<file path="src/rtl/reg_writeback_pkg.sv">
// Shared types and default sizes for the writeback stage.
// wb_src_e names the two result producers; used for the round-robin pointer.
package reg_writeback_pkg;

  typedef enum logic {
    SRC_ALU = 1'b0,
    SRC_LD  = 1'b1
  } wb_src_e;

  localparam int REG_WIDTH_DEF  = 32;
  localparam int ADDR_WIDTH_DEF = 4;

endpackage

</file>
<file path="src/rtl/wb_rr_arb.sv">
// 2-way round-robin arbiter for the writeback stage.
// Ports: clk/rst, alu_valid/ld_valid in; alu_ready/ld_ready, alu_grant/ld_grant, prio out.
module wb_rr_arb
  import reg_writeback_pkg::*;
(
  input  logic    clk,
  input  logic    rst,
  input  logic    alu_valid,
  input  logic    ld_valid,
  output logic    alu_ready,
  output logic    ld_ready,
  output logic    alu_grant,
  output logic    ld_grant,
  output wb_src_e prio
);

  wb_src_e prio_next;

  // Readies never look at their own valid.
  assign alu_ready = !rst && (!ld_valid || prio == SRC_ALU);
  assign ld_ready  = !rst && (!alu_valid || prio == SRC_LD);

  assign alu_grant = alu_valid && alu_ready;
  assign ld_grant  = ld_valid && ld_ready;

  // The winner of any acceptance yields priority to the other side,
  // which also covers "move to the loser" under contention.
  always_comb begin
    prio_next = prio;
    if (alu_grant) begin
      prio_next = SRC_LD;
    end else if (ld_grant) begin
      prio_next = SRC_ALU;
    end
  end

  always_ff @(posedge clk) begin
    if (rst) begin
      prio <= SRC_ALU;
    end else begin
      prio <= prio_next;
    end
  end

endmodule

</file>
<file path="src/rtl/reg_writeback.sv">
// Writeback stage: arbitrates ALU/load results onto the regfile write port
// and tracks outstanding writes in a per-register pending scoreboard.
// Ports: i_clk, i_rst (sync, active-high); ALU and load valid/ready/addr/val;
// i_claim_en/i_claim_addr from issue; o_reg_addr_w/o_reg_val_w/o_write_en
// to the register file; o_pending scoreboard bits.
// Option: define REG_WRITEBACK_ZERO_REG_EN to hardwire register 0 to zero.
module reg_writeback
  import reg_writeback_pkg::*;
#(
  parameter int REG_WIDTH  = REG_WIDTH_DEF,
  parameter int ADDR_WIDTH = ADDR_WIDTH_DEF
) (
  input  logic                     i_clk,
  input  logic                     i_rst,
  input  logic                     i_alu_valid,
  output logic                     o_alu_ready,
  input  logic [ADDR_WIDTH-1:0]    i_alu_addr,
  input  logic [REG_WIDTH-1:0]     i_alu_val,
  input  logic                     i_ld_valid,
  output logic                     o_ld_ready,
  input  logic [ADDR_WIDTH-1:0]    i_ld_addr,
  input  logic [REG_WIDTH-1:0]     i_ld_val,
  input  logic                     i_claim_en,
  input  logic [ADDR_WIDTH-1:0]    i_claim_addr,
  output logic [ADDR_WIDTH-1:0]    o_reg_addr_w,
  output logic [REG_WIDTH-1:0]     o_reg_val_w,
  output logic                     o_write_en,
  output logic [2**ADDR_WIDTH-1:0] o_pending
);

  localparam int NUM_REGS = 2**ADDR_WIDTH;

  logic            alu_grant;
  logic            ld_grant;
  wb_src_e         prio;

  logic                  acc;
  logic                  do_write;
  logic [ADDR_WIDTH-1:0] sel_addr;
  logic [REG_WIDTH-1:0]  sel_val;

  logic [NUM_REGS-1:0] retire_mask;
  logic [NUM_REGS-1:0] claim_mask;
  logic [NUM_REGS-1:0] pending_next;

  wb_rr_arb u_arb (
    .clk       (i_clk),
    .rst       (i_rst),
    .alu_valid (i_alu_valid),
    .ld_valid  (i_ld_valid),
    .alu_ready (o_alu_ready),
    .ld_ready  (o_ld_ready),
    .alu_grant (alu_grant),
    .ld_grant  (ld_grant),
    .prio      (prio)
  );

  assign acc      = alu_grant || ld_grant;
  assign sel_addr = ld_grant ? i_ld_addr : i_alu_addr;
  assign sel_val  = ld_grant ? i_ld_val  : i_alu_val;

`ifdef REG_WRITEBACK_ZERO_REG_EN
  // Writes to r0 complete the handshake but are dropped here.
  assign do_write = acc && (sel_addr != '0);
`else
  assign do_write = acc;
`endif

  always_ff @(posedge i_clk) begin
    if (i_rst) begin
      o_write_en   <= 1'b0;
      o_reg_addr_w <= '0;
      o_reg_val_w  <= '0;
    end else begin
      o_write_en <= do_write;
      if (do_write) begin
        o_reg_addr_w <= sel_addr;
        o_reg_val_w  <= sel_val;
      end
    end
  end

  // Claim is OR-ed in after the retire clear so a same-register
  // claim/retire collision leaves the bit set.
  always_comb begin
    retire_mask = '0;
    claim_mask  = '0;
    if (o_write_en) begin
      retire_mask[o_reg_addr_w] = 1'b1;
    end
    if (i_claim_en) begin
      claim_mask[i_claim_addr] = 1'b1;
    end
    pending_next = (o_pending & ~retire_mask) | claim_mask;
`ifdef REG_WRITEBACK_ZERO_REG_EN
    pending_next[0] = 1'b0;
`endif
  end

  always_ff @(posedge i_clk) begin
    if (i_rst) begin
      o_pending <= '0;
    end else begin
      o_pending <= pending_next;
    end
  end

  logic unused_prio;
  assign unused_prio = prio;

endmodule

</file>
<file path="config.mk">
export PLATFORM = sky130hd
export DESIGN_NAME = reg_writeback
export DESIGN_NICKNAME = d
export VERILOG_FILES = /design/src/rtl/reg_writeback_pkg.sv /design/src/rtl/wb_rr_arb.sv /design/src/rtl/reg_writeback.sv
export SDC_FILE = /design/constraint.sdc
export NUM_CORES = 1
export LEC_CHECK = 0
export ABC_AREA = 1
export CAP_MARGIN = 25
export CORE_MARGIN = 2
export CORE_UTILIZATION = 37
export DETAILED_ROUTE_END_ITERATION = 16
export MAX_ROUTING_LAYER = met4
export PLACE_DENSITY_LB_ADDON = 0.1
export SLEW_MARGIN = 20
export SYNTH_ARGS = -nofsm -noshare
export SYNTH_HDL_FRONTEND = slang
export SYNTH_SLANG_ARGS = --single-unit
</file>
<file path="constraint.sdc">
create_clock -name i_clk -period 1.1 [get_ports i_clk]
set_input_delay 0.11 -clock i_clk [delete_from_list [all_inputs] [get_ports i_clk]]
set_output_delay 0.11 -clock i_clk [all_outputs]
set_load 0.05 [all_outputs]
</file>
== After elaboration in Yosys (flattened, before gate mapping) ==
Cells that the tools add are included.

* Flip-flop bits (word level): 54
* Input port bits: 81
* Output and inout bits: 55
* Logic and storage cells: 36

* Order comparisons: 4
* Mux-type cells: 10
* Bitwise operators: 4
* Reduce and logical (&&, ||, !) cells: 13

{| class="wikitable"
|+ Operators with widths
! operator !! count
|-
| 2-to-1 mux 16 bit || 2
|-
| 2-to-1 mux 32 bit || 1
|-
| bitwise AND 16 bit || 1
|-
| NOT 16 bit || 1
|-
| OR 16 bit || 1
|-
| less-than comparator 4 x 5 -> 1 bit (second input constant) || 2
|-
| demux 1 bit (select 4 bit) || 2
|-
| greater-or-equal comparator 4 x 1 -> 1 bit (second input constant) || 2
|-
| logical AND 1 bit || 6
|-
| 2-to-1 mux 1 bit || 4
|-
| 2-to-1 mux 4 bit || 1
|-
| zero test 1 bit || 3
|-
| logical OR 1 bit || 3
|-
| nonzero test 2 bit || 1
|-
| NOT 1 bit || 1
|}

== Longest topological paths before layout ==
* Depth after elaboration: 8
* Mapped depth: 7
* Mapped depth without buffers: 6

== Cells and area by module ==
Synthesis repeated with hierarchy kept, for this count alone.

* Cell total of the unflattened synthesis: 399
* Area total of the unflattened synthesis: 2548.7 sq um

{| class="wikitable"
|+ Modules (own cells, without submodules)
! module !! times used !! cells each !! area an instance (sq um) !! sequential area each (sq um)
|-
| reg_writeback || 1 || 384 || 2471.1 || 1061.0
|-
| wb_rr_arb || 1 || 15 || 77.6 || 20.0
|}

== Worst setup path after synthesis ==
Ideal clock, no wire load.

* Path type: register to register
* Start: reg o_write_en
* End: reg o_pending[10]
* Library setup time: 132 ps
* Arrival time: 1302 ps
* Required time: 968 ps
* Setup slack: -334 ps
* Stages on the path, launching flop included: 7
* Buffers on the path: 1
* Clock period less this slack: 1434 ps
* Path through: dfxtp_1 -> buf_2 -> nand2_1 -> nor2_1 -> nand2_1 -> nand2_1 -> a21oi_1

* Longest elaborated chain between the ends: 4

{| class="wikitable"
|+ Ends and longest elaborated chain
! what !! RTL line !! RTL
|-
| from (decl) || reg_writeback.sv:27 || <nowiki>output logic o_write_en,</nowiki>
|-
| from (signal assigned) || reg_writeback.sv:75 || <nowiki>o_write_en <= do_write;</nowiki>
|-
| 2-to-1 mux 16 bit || reg_writeback.sv:88 || <nowiki>if (o_write_en) begin</nowiki>
|-
| NOT 16 bit || reg_writeback.sv:94 || <nowiki>pending_next = (o_pending & ~retire_mask) | claim_mask;</nowiki>
|-
| bitwise AND 16 bit || reg_writeback.sv:94 ||
|-
| OR 16 bit || reg_writeback.sv:94 ||
|-
| to (signal assigned) || reg_writeback.sv:104 || <nowiki>o_pending <= pending_next;</nowiki>
|-
| to (decl) || reg_writeback.sv:28 || <nowiki>output logic [2**ADDR_WIDTH-1:0] o_pending</nowiki>
|}

Every way passes these cells.
A chain may end at the register's enable or synchronous reset.

== Final worst setup path ==
* Start: reg u_arb.prio
* End: out o_ld_ready

* Longest elaborated chain between the ends: 2

{| class="wikitable"
|+ Ends and longest elaborated chain
! what !! RTL line !! RTL
|-
| from (decl) || wb_rr_arb.sv:14 || <nowiki>output wb_src_e prio</nowiki>
|-
| from (signal assigned) || wb_rr_arb.sv:41 || <nowiki>prio <= prio_next;</nowiki>
|-
| logical OR 1 bit || wb_rr_arb.sv:21 || <nowiki>assign ld_ready = !rst && (!alu_valid || prio == SRC_LD);</nowiki>
|-
| logical AND 1 bit || wb_rr_arb.sv:21 ||
|-
| to (decl) || reg_writeback.sv:20 || <nowiki>output logic o_ld_ready,</nowiki>
|}

Every way passes these cells.

==> impl_results.md <==
* Outcome: finished with violations
* Failing checks: negative setup slack
* Final Hold Vio Count at 0
* Total gr overflow at 0
* Final GP Congestion at 0.8824
* Slew @ Worst Pin at 328.4 ps
* Vias in the first global route at 3,141
* CP Buf/Inv Count at 3
* Fill cells at 617
* Area growth, synth to finish at 81.22%
* # IOs at 136
* Synthesized area at 2798 µm²
* Clock power frac at 0.220
* Max IR drop VDD at 0.5323 mV
* Post-synthesis cell type count at 18
* Synthesized Nets at 516
* H-tree depth at 2
* DIE AREA at 8273 µm²
* Yosys Warn Count at 0
* Most frequent cells in the layout: nand2_1, inv_1, clkdlybuf4s50_1
* Setup bufs post-CTS at 0
* Seq/Total Area, Yosys at 0.3864
* Critical-path cell list: inv_2 > buf_6 > a21oi_4 > buf_12
* Synth Register Bits at 54
* Synth Instances at 435
* Post-route ant nets at 0
* # DRC at 0
* Core footprint at 7292 µm²
* Die Height at 90.96 µm
* Drt wl/cell at 12.84 µm
* IO buf count at 135
* Max Slew Vio Count at 0
* Hold crit path type: input pin to flop
* Setup CP Type: flop to primary output
* Row count at 31
* Post-Layout Inst Area at 5070 µm²
* Die W at 90.96 µm
* Net Sw Frac at 0.3295
* Max Freq at 835.3 MHz
* Unrepaired setup endpoints after global routing: true
* Final WL at 8641 µm
* Slew headroom at 0.7811
* Setup TNS Final at -164.2 ps
* Setup crit end kind: primary output
* Arr. time, crit path at 1090 ps
* DRT Pass-1 Iters at 4
* Crit-path leading delay family: flip-flops
* Placed cell area at 4921 µm²
* Post-Layout Cell Count at 673
* Startpoint types: flop
* Maxcap violations at 0
* Max FO, Critical Path at 3
* Internal at 0.003541 W
* Starting Density at 0.3837
* DP Worst Slack at -343.9 ps
* Total GRT Usage at 0.2143
* Vias/cell at 4.799
* DR vias at 3,230
* Fin nets at 654
* TritonCTS Buffers at 5
* Final setup viols at 2
* # diodes at 0
* NetSw at 0.001740 W
* Worst EP required at 990 ps
* Layout cell share with drive strength beyond 1 at 0.1760
* Slowest CP cell: dfxtp_2
* CTS tree: done
* Clock slew at reported path FFs at 100 ps
* DRT iter0 DRCs at 121
* Worst skew pair latency at 300 ps
* Final WS setup at -97.14 ps
* Initial antenna violation count at 0
* Max incr delay on CP at 330 ps
* Clock Root Buffer: clkbuf_8
* First-pass GRT wire length at 14,290 µm
* Placed cells at 664
* DP HPWL at 6406 µm
* Static Leak at 2.421 nW
* Final cycle utilization of the critical path at 1.088
* Combinational share of power at 0.358
* Setup Skew at 8.395 ps
* Avg Inst Size Synth at 6.431 µm²
* Max Buffers Root-to-Sink at 2
* Most common cell after layout, fill and taps aside: nand2_1
* Fin crit period at 1197 ps
* Pin count of the biggest net entering global routing at 37
* Flop pwr share at 0.423
* Pwr dens at 1042 nW/µm²
* Sink Count at 54
* Total power at 0.005281 W
-- cells by family (layout without fill, tap and decap cells) --
logic type / after synthesis / after routing / share of synthesized area
AND/OR/NAND/NOR: 243 / 243 / 0.3922
buffers and inverters: 112 / 251 / 0.1690
flip-flops: 54 / 54 / 0.3864
AO/OA/AOI/OAI: 26 / 26 / 0.05233
-- final cells by class --
class	instances	area (µm²)	share of cell area
tap	99	123.9	0.02443
clock buffer	6	82.58	0.01629
clock inverter	2	12.51	0.002468
timing repair buffer	155	2161	0.4262
sequential	54	1099	0.2167
inverter	88	330.3	0.06515
multi-input combinational	269	1261	0.2488
-- final timing paths --
kind                                     start                      endpoint  slack, ps  cells past startpoint
setup reg to reg       u_arb.prio$_SDFFE_PP0P_  o_reg_val_w[18]$_SDFFE_PP0P_         10                      7
setup / recovery       u_arb.prio$_SDFFE_PP0P_                    o_ld_ready       -100                      4
hold / removal                      i_ld_valid  o_reg_addr_w[1]$_SDFFE_PP0P_        330                      5
hold reg to reg   o_reg_val_w[25]$_SDFFE_PP0P_  o_reg_val_w[25]$_SDFFE_PP0P_        490                      2
-- metrics by stage --
step,utilization,hold WS [ps]
after floorplan,-,274.7
after global placement,0.6748,474.5
after detailed placement,0.6748,479.2
after CTS,0.6898,328.6
after global routing,0.6953,369.6
final,0.6953,326.9
-- metal layers --
metal	up-vias	track usage	routed length [µm]	share of wire
met3	6	0.04149	539	0.062
li1	1636	-	-	-
met2	96	0.3741	4333	0.50
met5	-	-	0	0
met1	1492	0.2562	3718	0.43
met4	0	0.04798	50	0.0058
-- power groups by stage --
| stage | Sequential [W] | Clock [W] | Combinational [W] |
|---|---|---|---|
| after floorplan | 0.00262 | 0 | 0.000457 |
| after global placement | 0.00227 | 0 | 0.00184 |
| after detailed placement | 0.00228 | 0 | 0.00186 |
| after CTS | 0.00223 | 0.00119 | 0.00187 |
| after global routing | 0.00225 | 0.00127 | 0.00200 |
| final | 0.00223 | 0.00116 | 0.00189 |
-- worst reg2reg max path: cells and delay by family, from the launching register on --
family | cells | cell delay [ps]
AND/OR/NAND/NOR | 5 | 440
flip-flops | 1 | 330
buffers and inverters | 2 | 230
-- flip-flops by register name, indices dropped and copies added (netlist names) --
| name | flops |
|---|---|
| o_reg_val_w | 32 |
| o_pending | 16 |
| u_arb.prio | 1 |
| o_write_en | 1 |
| o_reg_addr_w | 4 |
-- cell usage after synthesis --
cell type	instances	area [µm²]
buf_4	10	75.07
nand2_2	1	6.260
a21oi_4	1	16.27
nand3_4	1	17.52
inv_1	87	326.6
nand2_1	138	518.0
a21oi_1	18	90.09
clkbuf_1	1	3.750
o21bai_1	2	15.01
nor3_4	1	16.27
inv_2	1	3.750
o21ai_0	5	25.02
buf_2	12	60.06
buf_1	1	3.750
nand3_1	53	265.3
nor2_1	13	48.80
dfxtp_1	54	1081
nand4_1	36	225.2
-- timing repair --
item,4_1_cts,5_1_grt
hold buffers,0,0
endpoints found under the setup margin,33,37
resized for setup,9,5
cloned,0,1
pin swaps,2,1
(Power assumes the default switching activity.)
==> RTL edit 1 (config.mk and constraints unchanged) <==
Build with the macro `REG_WRITEBACK_ZERO_REG_EN` defined.
--- a/src/rtl/reg_writeback.sv
+++ b/src/rtl/reg_writeback.sv
@@ -6,2 +6,4 @@
 // Option: define REG_WRITEBACK_ZERO_REG_EN to hardwire register 0 to zero.
+`define REG_WRITEBACK_ZERO_REG_EN
+
 module reg_writeback
Formal check against the unedited RTL: not equivalent (Yosys sat finds a counterexample within 4 cycles, from zero or initial values and one cycle with i_rst high).
==> RTL edit 1 against the original RTL <==
The run still ends with negative setup slack left; hold slack worse by 0.050 ns; largest power group is now combinational cells; worst setup slack lost 0.29 ns; area after synthesis decreased by 0.80%; sequential cell count is 1 lower; final area is 2.5% higher; wire length fell by 0.87%; power up 9.8%; clock skew increased by 0.0040 ns; maximum frequency down 20%; count of clock-buffer cells in the layout shrank 1; largest cell class unchanged.
==> RTL edit 1: results (changes against the original RTL) <==
CP top delay family=simple AND/OR/NAND/NOR gates (was flip-flops); Synth cell types=23 (was 18); DR WL/cell=12.73 µm (was 12.84 µm); sequential share of the synthesized area=38.23% (was 38.64%); data arrival time of the worst path=1.74 ns (was 1.09 ns); Syn Inst Count=421 (was 435); final worst slack=-0.3905 ns (was -0.09714 ns); syn nets=502 (was 516); Largest regs=o_reg_val_w: 32 flops, o_pending: 15 flops, o_reg_addr_w: 4 flops (was o_reg_val_w: 32 flops, o_pending: 16 flops, o_reg_addr_w: 4 flops); synth cell count leaders=nand2_1, nor2_1, dfxtp_1 (was nand2_1, inv_1, dfxtp_1); first-pass GRT wire length=13.86 mm (was 14.29 mm); compound-cell area share of the yosys netlist=6.763% (was 5.233%); crit path max fanout=17 (was 3); layout cells sized above 1=23.69% (was 17.60%); WL final=8.566 mm (was 8.641 mm); leakage power=2.278 nW (was 2.421 nW); Peak VDD IR=0.5793 mV (was 0.5323 mV); GPL Wtd Cong=0.8434 (was 0.8824); clock latency on the worst-skew pair=0.31 ns; Placed Instances=660 (was 664); Via density=4.810 (was 4.799); number of global-route vias before repair=3044 (was 3141); Final setup viols=39 (was 2); Starting DRT DRC Count=140 (was 121); largest net degree at the start of global routing=36 (was 37); GRT Util Overall=20.92% (was 21.43%); failing checks=negative setup slack (unchanged); Setup WS pre-CTS=-0.7212 ns (was -0.3439 ns); crit-path max cell delay=0.35 ns (was 0.33 ns); ranking of synthesized cells by area=dfxtp_1, nand2_1, nor2_1 (was dfxtp_1, nand2_1, inv_1); status=finished, violations left (unchanged)
[RTL edit 1: changes by cell type in the layout (fill, tap and decap cells not counted), sizes merged, moves of 2 or more]
| cell | before | now |
|---|---|---|
| nand3 | 54 | 47 |
| o21ai | 5 | 17 |
| nand3b | 0 | 32 |
| buf | 75 | 92 |
| nand2 | 139 | 129 |
| o21bai | 2 | 0 |
| nor2 | 13 | 73 |
| inv | 88 | 18 |
| nand4 | 36 | 4 |
[RTL edit 1: metrics by stage]
step	utilization [%]	TNS (ns)	instance area, µm²	hold slack (ns)
finish	71.64	-13.78	5196	0.2771
global route	71.64	-17.77	5196	0.2979
CTS	70.24	-13.15	5095	0.2527
detailed placement	67.86	-28.85	4922	0.5064
global placement	67.86	-26.02	4922	0.4975
floorplan	-	-14.35	2816	0.3002
[RTL edit 1: logic make-up after synthesis]
logic type | after synthesis
AOI/OAI and AO/OA | 36
buffers and inverters | 44
other | 1
DFF | 53
and+or+nand+nor | 287
[RTL edit 1: worst reg2reg max path, stage by stage (launching register included)]
cell,delay (ns)
dfxtp_2,0.35
inv_2,0.05
nand2_4,0.08
nand3_4,0.12
nand2_2,0.11
nand2_2,0.07
nor2_4,0.13
nand2_4,0.11
buf_12,0.17
nand3b_1,0.09
nand2_1,0.06
nor2_1,0.10
[RTL edit 1: worst paths after layout]
check / from / to / cells after the start
setup / recovery: u_arb.prio / o_reg_val_w[10] / 11
hold / removal: i_ld_valid / u_arb.prio / 4
setup reg to reg: u_arb.prio / o_reg_val_w[10] / 11
hold reg to reg: o_reg_addr_w[2] / o_reg_addr_w[2] / 2
[RTL edit 1: power by group]
part	internal, mW	total [mW]	switching (mW)	leakage [nW]
logic	1.21	2.41	1.20	1.80
clock network	0.453	1.13	0.679	0.0445
registers	2.08	2.25	0.176	0.438
total	3.74	5.80	2.06	2.28
[RTL edit 1: final cells by class]
class	instances	area, µm²	share of cell area [%]
repair buffers	172	2251	43.32
multi-input cells	324	1584	30.48
flip-flops and latches	53	1074	20.66
well taps	99	123.9	2.384
inverters	17	73.82	1.421
clock buffers	5	68.82	1.324
clock inverters	3	21.27	0.4093
[RTL edit 1: per-layer routing]
layer / GRT usage [%] / part of all wire [%] / vias to the layer above
met1: 23.71 / 42 / 1439
met3: 6.093 / 8.1 / 8
met4: 5.128 / 1.1 / 0
met5: - / 0 / -
met2: 36.26 / 49 / 123
li1: - / - / 1667
[RTL edit 1: what timing repair did]
action	4_1_cts	5_1_grt
gates resized for setup	18	20
cloned	0	1
setup buffers	3	1
pin swaps	6	5
endpoints found under the setup margin	40	47
==> RTL edit 2 (same settings) <==
Without the edit above. Make the reset (`i_rst` and `rst`) asynchronous in 3 clocked blocks.
--- a/src/rtl/wb_rr_arb.sv
+++ b/src/rtl/wb_rr_arb.sv
@@ -36,3 +36,3 @@
 
-  always_ff @(posedge clk) begin
+  always_ff @(posedge clk or posedge rst) begin
     if (rst) begin
--- a/src/rtl/reg_writeback.sv
+++ b/src/rtl/reg_writeback.sv
@@ -68,3 +68,3 @@
 
-  always_ff @(posedge i_clk) begin
+  always_ff @(posedge i_clk or posedge i_rst) begin
     if (i_rst) begin
@@ -99,3 +99,3 @@
 
-  always_ff @(posedge i_clk) begin
+  always_ff @(posedge i_clk or posedge i_rst) begin
     if (i_rst) begin
Function: differs if i_rst is asserted again (counterexample within 4 cycles, from zero or initial values and one cycle with i_rst high); with i_rst held inactive, the same outputs for 10 cycles.
==> RTL edit 2 against the original RTL <==
The run still ends with negative setup slack left; clock skew grew 0.0011 ns; final area grew 9.2%; largest cell class unchanged; area after synthesis up 0.89%; sequential share of layout area increased by 2.9 points; worst setup slack got worse by 0.17 ns; sequential cell count did not move; critical endpoint is now o_reg_val_w[27]; wire length is 9.2% higher.
Power is not compared: it rests on default switching activity, and its combinational part moved more than twofold at a synthesized area within 25%.
==> RTL edit 2: results (changes against the original RTL) <==
overall power=10.97 mW; Synth cell types=19 (was 18); failing checks=negative setup slack (unchanged); Via density=4.877 (was 4.799); number of global-route vias before repair=2972 (was 3141); Final non-clock buffer share=43.75% (was 42.62%); final total negative setup slack=-7.406 ns (was -0.1642 ns); Synth Cell Area=2823 µm² (was 2798 µm²); hpwl dp=6.451 mm (was 6.406 mm); Final setup viols=42 (was 2); GRT Util Overall=22.60% (was 21.43%); final worst slack=-0.2662 ns (was -0.09714 ns); first-pass iteration count of the detailed router=5 (was 4); first-pass GRT wire length=14.57 mm (was 14.29 mm); Min-Delay Path Class=in2async (was in2reg); Layout fillers=480 (was 617); ranking of synthesized cells by area=dfrtp_1, nand2_1, o21ai_0 (was dfxtp_1, nand2_1, inv_1); post-synthesis async set-or-reset flop share=100.0% (was 0%); nonclk inv count=48 (was 88); data arrival time of the worst path=1.57 ns (was 1.09 ns); main flop type after synthesis=dfrtp_1 (was dfxtp_1); setup bufs post-CTS=12 (was 0); area of the multi-input gates=1339 µm² (was 1261 µm²); Multi-In Gates=244 (was 269); placed inst area=5029 µm² (was 4921 µm²); relative slew slack=74.43% (was 78.11%); crit-path max cell delay=0.43 ns (was 0.33 ns); Starting DRT DRC Count=123 (was 121); slowest CP cell=dfrtp_1 (was dfxtp_2); largest net degree at the start of global routing=35 (was 37); Setup WS pre-CTS=-0.4772 ns (was -0.3439 ns); DR WL/cell=15.08 µm (was 12.84 µm); sequential share of the synthesized area=47.87% (was 38.64%); FF+latch area=1358 µm² (was 1099 µm²); status=finished, violations left (unchanged); clk buf depth=2 (unchanged); Final Skew=0.009529 ns (was 0.008395 ns); syn nets=444 (was 516); clk cell area share=1.809% (was 1.876%)
==> RTL edit 2: per-layer routing <==
metal | track usage, % | vias to the layer above | routed length (µm)
li1 | - | 1485 | -
met1 | 27.24 | 1421 | 3965
met2 | 37.53 | 132 | 4520
met3 | 6.141 | 15 | 810
met4 | 6.061 | 0 | 142
met5 | - | - | 0
==> RTL edit 2: cells by family (layout without fill, tap and decap cells) <==
group,after synthesis,after routing,synth area share (%)
AOI/OAI and AO/OA,70,70,12.99
buffers and inverters,65,229,10.19
DFF,54,54,47.87
and+or+nand+nor,174,174,28.95
==> RTL edit 2: path summary, 6_finish.rpt <==
| check | slack [ns] | end | depth (start not counted) | startpoint |
|---|---|---|---|---|
| max | -0.27 | o_reg_val_w[27] | 8 | u_arb.prio |
| min | 0.10 | o_reg_val_w[31] | 3 | i_rst |
| max reg2reg | -0.27 | o_reg_val_w[27] | 8 | u_arb.prio |
| min reg2reg | 0.54 | o_reg_val_w[6] | 2 | o_reg_val_w[6] |
| max in group asynchronous | 0.67 | o_reg_addr_w[1] | 3 | i_rst |
| min in group i_clk | 0.29 | o_reg_val_w[1] | 4 | i_ld_valid |
==> RTL edit 2: metrics by stage <==
step / hold WS (ns) / cells / util, %
2_1_floorplan: -0.04217 / 363 / -
3_3_place_gp: 0.5216 / 602 / 68.60
3_5_place_dp: 0.5249 / 602 / 68.60
4_1_cts: 0.1048 / 623 / 72.98
5_1_grt: 0.1360 / 626 / 75.49
6_report: 0.1012 / 626 / 75.49
==> RTL edit 2: worst reg2reg max path: cells and delay by family (launching register included) <==
kind                   cells  cell delay, ns
AOI/OAI and AO/OA          1            0.10
buffers and inverters      3            0.38
DFF                        1            0.43
and+or+nand+nor            4            0.35
